$ cat src/rtl/junction_pkg.sv
// rtl/junction_pkg.sv - shared lamp phase / fault code types and phase helpers
package junction_pkg;

  typedef enum logic [2:0] {
    PH_UNKNOWN   = 3'd0,
    PH_RED       = 3'd1,
    PH_RED_AMBER = 3'd2,
    PH_GREEN     = 3'd3,
    PH_AMBER     = 3'd4
  } lamp_phase_e;

  typedef enum logic [2:0] {
    FC_NONE         = 3'd0,
    FC_ILLEGAL_LAMP = 3'd1,
    FC_BAD_SEQ      = 3'd2,
    FC_SHORT_GREEN  = 3'd3,
    FC_SHORT_AMBER  = 3'd4,
    FC_CONFLICT     = 3'd5
  } fault_code_e;

  // Pairs (0,3),(1,4),(2,5),(0,4),(1,5),(2,3) as bit i*6+j of a 6x6 matrix.
  localparam logic [35:0] DEFAULT_CONFLICT = 36'h0_0002_8C18;

  function automatic lamp_phase_e next_phase(input lamp_phase_e p);
    case (p)
      PH_RED:       next_phase = PH_RED_AMBER;
      PH_RED_AMBER: next_phase = PH_GREEN;
      PH_GREEN:     next_phase = PH_AMBER;
      PH_AMBER:     next_phase = PH_RED;
      default:      next_phase = PH_UNKNOWN;
    endcase
  endfunction

  // Illegal lamp patterns decode to PH_UNKNOWN, which never appears as a lit phase.
  function automatic lamp_phase_e decode_lamps(input logic r, input logic a, input logic g);
    case ({r, a, g})
      3'b100:  decode_lamps = PH_RED;
      3'b110:  decode_lamps = PH_RED_AMBER;
      3'b001:  decode_lamps = PH_GREEN;
      3'b010:  decode_lamps = PH_AMBER;
      default: decode_lamps = PH_UNKNOWN;
    endcase
  endfunction

endpackage

$ cat src/rtl/lamp_head_tracker.sv
// rtl/lamp_head_tracker.sv - per-head phase tracking, dwell counting and local checks
module lamp_head_tracker
  import junction_pkg::*;
#(
  parameter int MIN_GREEN = 20,
  parameter int MIN_AMBER = 8,
  parameter int DW        = 5
) (
  input  logic clk,
  input  logic rstn,
  input  logic en,
  input  logic lamp_r,
  input  logic lamp_a,
  input  logic lamp_g,
  output logic lamp_open,
  output logic illegal,
  output logic bad_seq,
  output logic short_green,
  output logic short_amber
);

  localparam int DWELL_MAX = (MIN_GREEN > MIN_AMBER) ? MIN_GREEN : MIN_AMBER;
  localparam logic [DW-1:0] DWELL_MAX_W = DW'(DWELL_MAX);
  localparam logic [DW-1:0] MIN_GREEN_W = DW'(MIN_GREEN);
  localparam logic [DW-1:0] MIN_AMBER_W = DW'(MIN_AMBER);

  lamp_phase_e       phase_q, phase_d, dec;
  logic [DW-1:0]     dwell_q, dwell_d;

  always_comb begin
    dec         = decode_lamps(lamp_r, lamp_a, lamp_g);
    phase_d     = phase_q;
    dwell_d     = dwell_q;
    lamp_open   = 1'b0;
    illegal     = 1'b0;
    bad_seq     = 1'b0;
    short_green = 1'b0;
    short_amber = 1'b0;
    if (en) begin
      illegal = (dec == PH_UNKNOWN);
      if (!illegal && dec != phase_q) begin
        phase_d = dec;
        dwell_d = DW'(1);
        // The first phase seen after reset is taken as-is.
        if (phase_q != PH_UNKNOWN) begin
          bad_seq     = (dec != next_phase(phase_q));
          short_green = (phase_q == PH_GREEN) && (dwell_q < MIN_GREEN_W);
          short_amber = (phase_q == PH_AMBER) && (dwell_q < MIN_AMBER_W);
        end
      end else if (dwell_q != DWELL_MAX_W) begin
        dwell_d = dwell_q + 1'b1;
      end
      lamp_open = !illegal && (phase_q != PH_UNKNOWN) &&
                  (dec == PH_GREEN || dec == PH_AMBER);
    end
  end

  always_ff @(posedge clk or negedge rstn) begin
    if (!rstn) begin
      phase_q <= PH_UNKNOWN;
      dwell_q <= '0;
    end else begin
      phase_q <= phase_d;
      dwell_q <= dwell_d;
    end
  end

endmodule

$ cat src/rtl/junction_lamp_monitor.sv
// rtl/junction_lamp_monitor.sv - lamp sampling, conflict scan, fault priority and latch
module junction_lamp_monitor
  import junction_pkg::*;
#(
  parameter int                          N_HEADS   = 6,
  parameter int                          MIN_GREEN = 20,
  parameter int                          MIN_AMBER = 8,
  parameter logic [N_HEADS*N_HEADS-1:0]  CONFLICT  = DEFAULT_CONFLICT
) (
  input  logic                        clk,
  input  logic                        rstn,
  input  logic [N_HEADS-1:0]          R,
  input  logic [N_HEADS-1:0]          A,
  input  logic [N_HEADS-1:0]          G,
  input  logic                        fault_clr,
  output logic                        fault,
  output logic [2:0]                  fault_code,
  output logic [$clog2(N_HEADS)-1:0]  fault_head,
  output logic                        all_red_req
);

  localparam int HW        = $clog2(N_HEADS);
  localparam int DWELL_MAX = (MIN_GREEN > MIN_AMBER) ? MIN_GREEN : MIN_AMBER;
  localparam int DW        = $clog2(DWELL_MAX + 1);

  logic [N_HEADS-1:0] lamp_r_q, lamp_r_d, lamp_a_q, lamp_a_d, lamp_g_q, lamp_g_d;
  logic               sample_valid_q, sample_valid_d;
  logic               fault_q, fault_d;
  fault_code_e        fault_code_q, fault_code_d;
  logic [HW-1:0]      fault_head_q, fault_head_d;

  logic [N_HEADS-1:0] head_open, head_illegal, head_bad_seq, head_short_green, head_short_amber;
  logic [N_HEADS-1:0] conflict_hit;
  fault_code_e        viol_code;
  logic [HW-1:0]      viol_head;
  logic               viol;

  for (genvar k = 0; k < N_HEADS; k++) begin : g_head
    lamp_head_tracker #(
      .MIN_GREEN (MIN_GREEN),
      .MIN_AMBER (MIN_AMBER),
      .DW        (DW)
    ) u_tracker (
      .clk         (clk),
      .rstn        (rstn),
      .en          (sample_valid_q),
      .lamp_r      (lamp_r_q[k]),
      .lamp_a      (lamp_a_q[k]),
      .lamp_g      (lamp_g_q[k]),
      .lamp_open   (head_open[k]),
      .illegal     (head_illegal[k]),
      .bad_seq     (head_bad_seq[k]),
      .short_green (head_short_green[k]),
      .short_amber (head_short_amber[k])
    );
  end

  function automatic logic [HW-1:0] lowest_set(input logic [N_HEADS-1:0] v);
    lowest_set = '0;
    for (int k = N_HEADS - 1; k >= 0; k--) begin
      if (v[k]) lowest_set = HW'(k);
    end
  endfunction

  // Until the first edge after reset, lamp_q holds zeros rather than real lamps.
  always_comb begin
    lamp_r_d       = R;
    lamp_a_d       = A;
    lamp_g_d       = G;
    sample_valid_d = 1'b1;
  end

  always_comb begin
    conflict_hit = '0;
    for (int i = 0; i < N_HEADS; i++) begin
      for (int j = i + 1; j < N_HEADS; j++) begin
        if (CONFLICT[i*N_HEADS+j] && head_open[i] && head_open[j]) conflict_hit[i] = 1'b1;
      end
    end
  end

  // Written lowest priority first so that later matches override earlier ones.
  always_comb begin
    viol_code = FC_NONE;
    viol_head = '0;
    if (|head_short_amber) begin
      viol_code = FC_SHORT_AMBER;
      viol_head = lowest_set(head_short_amber);
    end
    if (|head_short_green) begin
      viol_code = FC_SHORT_GREEN;
      viol_head = lowest_set(head_short_green);
    end
    if (|head_bad_seq) begin
      viol_code = FC_BAD_SEQ;
      viol_head = lowest_set(head_bad_seq);
    end
    if (|head_illegal) begin
      viol_code = FC_ILLEGAL_LAMP;
      viol_head = lowest_set(head_illegal);
    end
    if (|conflict_hit) begin
      viol_code = FC_CONFLICT;
      viol_head = lowest_set(conflict_hit);
    end
    viol = (viol_code != FC_NONE);
  end

  always_comb begin
    fault_d      = fault_q;
    fault_code_d = fault_code_q;
    fault_head_d = fault_head_q;
    if (viol && (!fault_q || fault_clr)) begin
      fault_d      = 1'b1;
      fault_code_d = viol_code;
      fault_head_d = viol_head;
    end else if (fault_clr) begin
      fault_d      = 1'b0;
      fault_code_d = FC_NONE;
      fault_head_d = '0;
    end
  end

  always_ff @(posedge clk or negedge rstn) begin
    if (!rstn) begin
      lamp_r_q       <= '0;
      lamp_a_q       <= '0;
      lamp_g_q       <= '0;
      sample_valid_q <= 1'b0;
      fault_q        <= 1'b0;
      fault_code_q   <= FC_NONE;
      fault_head_q   <= '0;
    end else begin
      lamp_r_q       <= lamp_r_d;
      lamp_a_q       <= lamp_a_d;
      lamp_g_q       <= lamp_g_d;
      sample_valid_q <= sample_valid_d;
      fault_q        <= fault_d;
      fault_code_q   <= fault_code_d;
      fault_head_q   <= fault_head_d;
    end
  end

  assign fault       = fault_q;
  assign fault_code  = fault_code_q;
  assign fault_head  = fault_head_q;
  assign all_red_req = fault_q;

endmodule

$ cat config.mk
export PLATFORM = sky130hd
export DESIGN_NAME = junction_lamp_monitor
export DESIGN_NICKNAME = d
export VERILOG_FILES = /design/src/rtl/junction_pkg.sv /design/src/rtl/lamp_head_tracker.sv /design/src/rtl/junction_lamp_monitor.sv
export SDC_FILE = /design/constraint.sdc
export NUM_CORES = 1
export LEC_CHECK = 0
export ABC_AREA = 0
export BUFFER_PORTS_ARGS = -buffer_cell sky130_fd_sc_hd__buf_2
export CAP_MARGIN = 10
export CORE_MARGIN = 2
export CORE_UTILIZATION = 30
export CTS_BUF_LIST = sky130_fd_sc_hd__clkbuf_4 sky130_fd_sc_hd__clkbuf_8
export CTS_CLUSTER_SIZE = 30
export DETAILED_ROUTE_END_ITERATION = 16
export HOLD_SLACK_MARGIN = 0.15
export MAX_ROUTING_LAYER = met4
export PLACE_DENSITY = 0.44
export SLEW_MARGIN = 0
export SYNTH_ARGS = -nofsm -noshare
export SYNTH_HDL_FRONTEND = slang
export SYNTH_SLANG_ARGS = --single-unit
$ cat constraint.sdc
create_clock -name clk -period 4.44 [get_ports clk]
set_input_delay 0.444 -clock clk [delete_from_list [all_inputs] [get_ports clk]]
set_output_delay 0.444 -clock clk [all_outputs]
set_load 0.02 [all_outputs]
# Word-level counts from Yosys, hierarchy flattened
# Index checks and enable logic that the tools add are counted.
# totals
out_inout_bits	8
elab_cells	359
input_bits	21
reg_bits	74
# op_classes
n_reduce_logical	88
n_eq_ne	78
order_cmp	12
muxes	156
addsub	6
# ops
op	n
$mux W3	57
$pmux W3 S4	12
$mux W1	74
$eq A3 B2 Y1 const B	24
$eq A3 B3 Y1 const B	24
$mux W5	12
$logic_and A1 B1 Y1	37
$eq A3 B1 Y1 const B	12
$ne A3 B3 Y1	12
$add A5 B1 Y5 const B	6
$lt A5 B4 Y1 const B	6
$lt A5 B5 Y1 const B	6
$ne A5 B5 Y1 const B	6
$reduce_and A2 Y1	12
$reduce_or A6 Y1	4
$reduce_bool A3 Y1	7
$logic_not A3 Y1	6
$reduce_bool A2 Y1	7
$logic_not A1 Y1	7
$logic_or A1 B1 Y1	7
$reduce_or A3 Y1	1
$mux W2	1

# Logic depth before layout (Yosys ltp)
# Gate-level depths: netlist of run 1.
# logic_depth
word_depth	21
ltp_mapped	10
ltp_nobuf	8

# Cells and area by module
# Synthesis of run 1 repeated with hierarchy kept, for this count alone.
# hier_totals
hier_cells	622
area_unflattened_um2	5850.6
# by_module_without_submodules
mod	seq_area_each_um2	n_inst	area_per_inst_um2	cells_each
lamp_head_tracker at g_head[0].u_tracker ...	200.2	5	779.5	86
junction_lamp_monitor	650.6	1	1213.7	108
lamp_head_tracker at g_head[5].u_tracker	200.2	1	739.5	84

# Worst setup path before layout of run 1
# No wires, ideal clock.
# synth_path
kind	reg2reg
from	register lamp_a_q[4]
to	register fault_head_q[2] (netlist: fault_head[2])
path_buffers	1
arrival_time_ns	2.812
slack_ns	1.500
stages_incl_launch_ff	10
cell_sequence	dfrtp_1 clkbuf_1 nor2_1 mux2i_1 nor3_1 o21bai_4 or4_4 or3_4 o21ai_4 mux2_1
# synth_via
elab_chain_cells	18
word_cells_on_any_way	69
cone_classes	eq/ne (8); mux (45); reduce/logical (16)
# synth_lines
element	line_no	text
start, declared	junction_lamp_monitor.sv:26	logic [N_HEADS-1:0] lamp_r_q, lamp_r_d, lamp_a_q, lamp_a_d, lamp_g_q, lamp_g_d;
start signal, assigned	junction_lamp_monitor.sv:135	lamp_a_q <= lamp_a_d;
$eq A3 B2 Y1 (tied with other cells)	junction_pkg.sv:36	case ({r, a, g})
$pmux W3 S4 *	junction_pkg.sv:36	
$logic_not A3 Y1	lamp_head_tracker.sv:40	illegal = (dec == PH_UNKNOWN);
$logic_not A1 Y1	lamp_head_tracker.sv:41, lamp_head_tracker.sv:53	
$logic_and A1 B1 Y1	lamp_head_tracker.sv:41	if (!illegal && dec != phase_q) begin
$mux W1	lamp_head_tracker.sv:41	
$mux W1	lamp_head_tracker.sv:39	if (en) begin
$mux W3 (5 in a row)	junction_lamp_monitor.sv:61	if (v[k]) lowest_set = HW'(k);
$mux W3	junction_lamp_monitor.sv:86	if (|head_short_amber) begin
$mux W3	junction_lamp_monitor.sv:90	if (|head_short_green) begin
$mux W3	junction_lamp_monitor.sv:94	if (|head_bad_seq) begin
$mux W3	junction_lamp_monitor.sv:98	if (|head_illegal) begin
$mux W3	junction_lamp_monitor.sv:102	if (|conflict_hit) begin
$mux W3	junction_lamp_monitor.sv:113	if (viol && (!fault_q || fault_clr)) begin
end signal, assigned	junction_lamp_monitor.sv:140	fault_head_q <= fault_head_d;
end, declared	junction_lamp_monitor.sv:30	logic [HW-1:0] fault_head_q, fault_head_d;
# Mark *: on every way between the ends. The rest lies on a longest branch, timed or not.
# A chain may end at the register's enable or synchronous reset.

# Final worst setup path of run 1
# layout_path
from	register lamp_g_q[5]
to	register fault_head_q[2] (netlist: fault_head[2])
# layout_via
elab_chain_cells	19
word_cells_on_any_way	71
cone_classes	eq/ne (8); mux (47); reduce/logical (16)
# layout_lines
element	line_no	text
start, declared	junction_lamp_monitor.sv:26	
start signal, assigned	junction_lamp_monitor.sv:136	lamp_g_q <= lamp_g_d;
$eq A3 B2 Y1 (tied with other cells)	junction_pkg.sv:36	
$pmux W3 S4 *	junction_pkg.sv:36	
$logic_not A3 Y1	lamp_head_tracker.sv:40	
$logic_not A1 Y1	lamp_head_tracker.sv:41, lamp_head_tracker.sv:53	
$logic_and A1 B1 Y1	lamp_head_tracker.sv:41	
$mux W1	lamp_head_tracker.sv:41	
$mux W1	lamp_head_tracker.sv:39	
$mux W3 (6 in a row)	junction_lamp_monitor.sv:61	
$mux W3	junction_lamp_monitor.sv:86	
$mux W3	junction_lamp_monitor.sv:90	
$mux W3	junction_lamp_monitor.sv:94	
$mux W3	junction_lamp_monitor.sv:98	
$mux W3	junction_lamp_monitor.sv:102	
$mux W3	junction_lamp_monitor.sv:113	
# Marks and branches as above.

==> results of run 1 <==
-- power by group --
part	internal [mW]	switching (mW)	leakage (nW)
Combinational	0.285	0.315	1.25
Sequential	0.804	0.231	0.930
Clock	0.336	0.260	0.109
Total	1.42	0.807	2.29
-- critical path: stages, from the launching register on --
cell and delay [ps]:
dfrtp_1 530, or4b_1 550, o211a_1 240, nand4_2 290, o21bai_4 120, or4_4 560
or3_4 380, o21ai_4 250, mux2_1 350
-- area by class of cell --
type                            instances  share of cell area (%)
Timing Repair Buffer                   41                    4.54
Multi-Input combinational cell        472                    53.2
Clock inverter                          4                    1.33
Sequential cell                        74                    32.3
Tap cell                              220                    4.80
Inverter                               19                    1.24
Clock buffer                           11                    2.53
-- worst paths after layout --
path	end	cells past startpoint	slack [ps]
setup reg to reg	fault_head[2]	8	1030
max in group asynchronous	g_head[0].u_tracker.dwell_q[4]	1	3580
hold / removal	lamp_a_q[3]	1	180
min in group asynchronous	g_head[5].u_tracker.dwell_q[1]	1	240
hold reg to reg	fault_code[0]	2	540
setup / recovery	fault_head[2]	8	1030
-- cells in the final DEF (no fill, tap or decap), types with 5 or more instances in the layout --
| master | netlist | final |
|---|---|---|
| nand4_1 | 10 | 10 |
| nor2_1 | 46 | 46 |
| nor3_1 | 20 | 20 |
| buf_4 | 1 | 6 |
| nand3b_1 | 5 | 5 |
| or3_1 | 10 | 10 |
| mux2_2 | 9 | 9 |
| and2_1 | 7 | 7 |
| buf_2 | 3 | 27 |
| o31ai_1 | 9 | 9 |
| o21a_1 | 6 | 6 |
| inv_1 | 19 | 19 |
| nor4b_1 | 11 | 11 |
| dlygate4sd3_1 | 0 | 8 |
| nor4bb_1 | 8 | 8 |
| clkbuf_8 | 0 | 10 |
| and3_1 | 7 | 7 |
| nand2_1 | 62 | 62 |
| a21oi_1 | 24 | 24 |
| mux2i_1 | 6 | 6 |
| or4_1 | 6 | 6 |
| nor3b_1 | 8 | 8 |
| a211oi_1 | 7 | 7 |
| xor2_1 | 6 | 6 |
| nor2b_1 | 6 | 6 |
| nand3_1 | 16 | 16 |
| xnor2_1 | 16 | 16 |
| dfrtp_1 | 74 | 74 |
| nand2b_1 | 9 | 9 |
| ha_1 | 7 | 7 |
| o2bb2ai_1 | 6 | 6 |
| nand4b_1 | 7 | 7 |
| o21ai_0 | 54 | 54 |
-- cell families (layout without fill, tap and decap cells) --
| logic type | Yosys count | after routing |
|---|---|---|
| adders and majority gates | 7 | 7 |
| AOI/OAI and AO/OA | 162 | 162 |
| and+or+nand+nor | 264 | 264 |
| xor gates and xnor gates | 22 | 22 |
| buffers and inverters | 68 | 75 |
| muxes | 16 | 16 |
| DFF | 74 | 74 |
| other | 1 | 1 |
-- registers in the layout, indices dropped and copies added, names as in the netlist --
name                      flops
lamp_g_q                      6
lamp_r_q                      6
g_head.u_tracker.dwell_q     30
lamp_a_q                      6
fault_code                    3
all_red_req                   1
fault_head                    3
g_head.u_tracker.phase_q     18
sample_valid_q                1
-- through the flow --
| step | instances | setup slack [ps] | utilization (%) | total power, mW | instance area, µm² |
|---|---|---|---|---|---|
| floorplan | 614 | 1500 | - | 1.47 | 5160 |
| global placement | 818 | 1090 | 32.5 | 1.63 | 5430 |
| detailed placement | 818 | 1070 | 32.5 | 1.64 | 5430 |
| CTS | 841 | 1040 | 34.3 | 2.27 | 5730 |
| global route | 841 | 803 | 34.3 | 2.40 | 5730 |
| finish | 841 | 1030 | 34.3 | 2.23 | 5730 |
-- metal layers --
| layer | GRT usage (%) | wire, µm | part of all wire, % | up-vias |
|---|---|---|---|---|
| met3 | 3.22 | 361 | 2.8 | 13 |
| met1 | 19.9 | 6480 | 50 | 2224 |
| met5 | - | 0 | 0 | - |
| met2 | 23.6 | 5880 | 45 | 74 |
| li1 | - | - | - | 2268 |
| met4 | 4.69 | 230 | 1.8 | 0 |
==> impl_metrics.ini, run 1 <==
[run_status]
status = completed

[grt]
overflow = 0
antenna_found_initial = 0
grt_max_degree = 75
grt_util_all_layers_pct = 15.2
grt_pass1_vias = 4164
grt_pass1_wl_um = 21400

[layout]
nNetsFinal = 645
n_fill_cell = 1768
area_delta_synth_final_pct = 11.0
drive_gt1_share_pct = 10.8
diodes = 0
multi_input_area_um2 = 3050
regArea_um2 = 1850

[timing]
fin_skew_ps = 10.2
whs_ps = 183
setup_violations = 0
period_needed_ps = 3410
relSlewSlack_pct = 34.5
drv_slew = 0
tns_ps = 0
rsz0062_at_grt = no
final.period_utilization_pct = 76.7
worstMarginPinSlew_ps = 982
hold_viol_final = 0
fmaxAchievable_mhz = 294

[place]
gp_congestion = 0.883
dp_hpwl_um = 9110
place.port_buffers = 28

[yosys]
synth_seq_cells = 74
synthDistinctLibCells = 74
synth.most_common_cell = dfrtp_1
synth_mux_area_share_pct = 3.34
synth_common_cells = 74 x dfrtp_1, 62 x nand2_1, 54 x o21ai_0
synthTopCellsByArea = dfrtp_1 36%, o21ai_0 5.2%, nand2_1 4.5%
syn_nets = 642
synth_largest_area_cell = dfrtp_1
synth-xor-area-share_pct = 3.73
synth_ff_type = dfrtp_1
syn_inst = 614
synth_top_family_by_area = simple AND/OR/NAND/NOR gates
synth_fa_ha_area_share_pct = 1.70
synth_edf_count = 0
netlist_area_um2 = 5160
async_flop_share_pct = 100
synth_compound_area_share_pct = 21.1
synth_top_area_share_pct = 35.9
yosys_warnings = 0
yosys.area_share.simple_pct = 29.1
ys_seq_area_share_pct = 35.9
postSynthAreaPerCell_um2 = 8.41

[floorplanning]
initial_core_util_pct = 30.9
num_rows = 47
die_y_um = 135
die_w_um = 135
io_pins = 29
coreArea_um2 = 16700
dieArea_um2 = 18300

[run]
max-cap-violations = 0

[pwr]
irDropWorstVdd_uv = 152
powerDensity_nw_per_um2 = 389
p_leak_nw = 2.29

[clock_tree]
cts_max_level = 3
clockBufferDepth = 2
hold_buffers = 8
clock_latency_ps = 370
post-cts-setup-buffer-count = 0
clk_pin_slew_ps = 80
cts_resized = 0
numCtsBuffers = 9
cts_num_sinks = 74
cts-root-buf = clkbuf_8
cts_tree = built

[detailed_routing]
drt-wirelength-per-cell_um = 15.4
firstDrtPassIters = 5
drt-total-wl_um = 13000
drtIter0Drc = 365
postRouteAntennaNets = 0
vias_per_cell = 5.44
drc = 0
vias = 4579

[setup_path]
crit_required_ps = 4690
path_max_fanout = 15
crit_arrival_ps = 3660
startpoint = lamp_g_q[5]
reg2reg_from = lamp_g_q[5]
endpoint_kind = flip-flop
start_kind = flip-flop
criticalPathCategory = flip-flop to flip-flop

[hold_path]
hp-start = A[3]
worstHoldPathType = primary input to flip-flop
Power figures use the tool's default switching activity.
==> run 2, diff against run 1 <==
==> constraint.sdc (replaced) <==
create_clock -name clk -period 3.5 [get_ports clk]
set_input_delay 0.35 -clock clk [delete_from_list [all_inputs] [get_ports clk]]
set_output_delay 0.35 -clock clk [all_outputs]
set_load 0.02 [all_outputs]
==> impl_metrics.ini, run 2 (synthesis results as in run 1) <==
[clock_tree]
numCtsBuffers = 9
clock_latency_ps = 370
cts_max_level = 3
cts_tree = built
clk_pin_slew_ps = 80
cts_num_sinks = 74
cts_resized = 0
hold_buffers = 18
cts-root-buf = clkbuf_8
post-cts-setup-buffer-count = 0
clockBufferDepth = 2

[setup_path]
criticalPathCategory = flip-flop to flip-flop
slowest_stage = or4_1
endpoint_kind = flip-flop
crit_arrival_ps = 3410
cp_cell_sequence = or4_1 -> a31oi_1 -> nor3_1 -> o21bai_4 -> or4_4 -> or3_4 -> o21ai_4 -> mux2_1
path_max_fanout = 15
critical_path.max_stage_delay_ps = 560
crit_required_ps = 3740
start_kind = flip-flop

[pwr]
p_leak_nw = 2.39
p_switching_mw = 1.03
fin_total_pwr_mw = 2.91
internal_power_mw = 1.89
clkPwrFrac_pct = 28.1
pwr-share-seq_pct = 44.8
powerDensity_nw_per_um2 = 492
swShare_pct = 35.3
irDropWorstVdd_uv = 160
power_frac_comb_pct = 27.1

[layout]
mostFrequentLayoutCells = 74 x dfrtp_1, 62 x nand2_1, 54 x o21ai_0, 46 x nor2_1, 27 x buf_2
diodes = 0
final_common_cell = dfrtp_1
nNetsFinal = 665
largest-register = g_head.u_tracker.dwell_q
area_delta_synth_final_pct = 14.7
reg.largest.list = g_head.u_tracker.dwell_q x30, g_head.u_tracker.phase_q x18
drive_gt1_share_pct = 12.0
largest_reg_flops = 30

[detailed_routing]
drt-wirelength-per-cell_um = 15.5
drtIter0Drc = 271
vias_per_cell = 5.31
vias = 4576
firstDrtPassIters = 4
drt-total-wl_um = 13300
postRouteAntennaNets = 0
drc = 0

[run]
max-cap-violations = 0

[timing]
whs_ps = 133
relSlewSlack_pct = 36.4
fmaxAchievable_mhz = 316
setup_violations = 0
period_needed_ps = 3170
tns_ps = 0
fin_skew_ps = 9.74
drv_slew = 0
final.period_utilization_pct = 90.5
hold_viol_final = 0
rsz0062_at_grt = no
worstMarginPinSlew_ps = 955

[run_status]
status = completed

[place]
place.port_buffers = 28
dp_hpwl_um = 9350
gp_congestion = 0.847

[hold_path]
worstHoldPathType = primary input to async pin

[grt]
grt_max_degree = 75
grt_pass1_vias = 4484
antenna_found_initial = 0
grt_util_all_layers_pct = 16.0
grt_pass1_wl_um = 22700
overflow = 0

[floorplanning]
die_y_um = 135
io_pins = 29
die_w_um = 135
coreArea_um2 = 16700
num_rows = 47
initial_core_util_pct = 30.9
dieArea_um2 = 18300
run 2: final timing paths:
check,slack [ps],to,depth (start not counted),from
setup reg to reg,330,fault_head[2],8,lamp_r_q[4]
hold / removal,130,g_head[3].u_tracker.phase_q[0],1,rstn
setup / recovery,330,fault_head[2],8,lamp_r_q[4]
min in group clk,350,fault_head[0],4,fault_clr
hold reg to reg,550,g_head[3].u_tracker.dwell_q[1],1,g_head[3].u_tracker.dwell_q[1]
max in group asynchronous,2760,lamp_r_q[2],1,rstn
run 2: power groups by stage:
| stage | sequential, mW | combinational, mW | clock (mW) |
|---|---|---|---|
| detailed placement | 1.32 | 0.776 | 0 |
| floorplan | 1.19 | 0.673 | 0 |
| CTS | 1.30 | 0.794 | 0.858 |
| finish | 1.31 | 0.789 | 0.819 |
| global route | 1.35 | 0.893 | 0.892 |
| global placement | 1.32 | 0.763 | 0 |
run 2: per-stage QoR:
step / instance area, µm² / util, % / cells / setup WS, ps
2_1_floorplan: 5160 / - / 614 / 560
3_3_place_gp: 5500 / 32.9 / 828 / 406
3_5_place_dp: 5500 / 32.9 / 828 / 351
4_1_cts: 5920 / 35.5 / 861 / 336
5_1_grt: 5920 / 35.5 / 861 / 106
6_report: 5920 / 35.5 / 861 / 333
run 2: critical path: cells and delay by family, from the launching register on:
family	cells	cell delay, ps
muxes	1	340
AOI/OAI and AO/OA	3	590
DFF	1	530
and+or+nand+nor	4	1590
run 2: metal layers:
metal / part of all wire [%] / wire [µm] / global-route usage (%) / vias to the layer above
met5: 0 / 0 / - / -
met3: 3.4 / 450 / 3.18 / 11
met1: 50 / 6710 / 21.2 / 2174
met4: 1.5 / 194 / 4.75 / 0
li1: - / - / - / 2307
met2: 45 / 5980 / 24.9 / 84
run 2: layout make-up:
class | instances | area, µm²
multi-input combinational | 472 | 3050
sequential | 74 | 1850
inverter | 19 | 71.3
fill | 1742 | 10800
clock inverter | 5 | 103
tap | 220 | 275
timing repair buffer | 61 | 435
clock buffer | 10 | 138
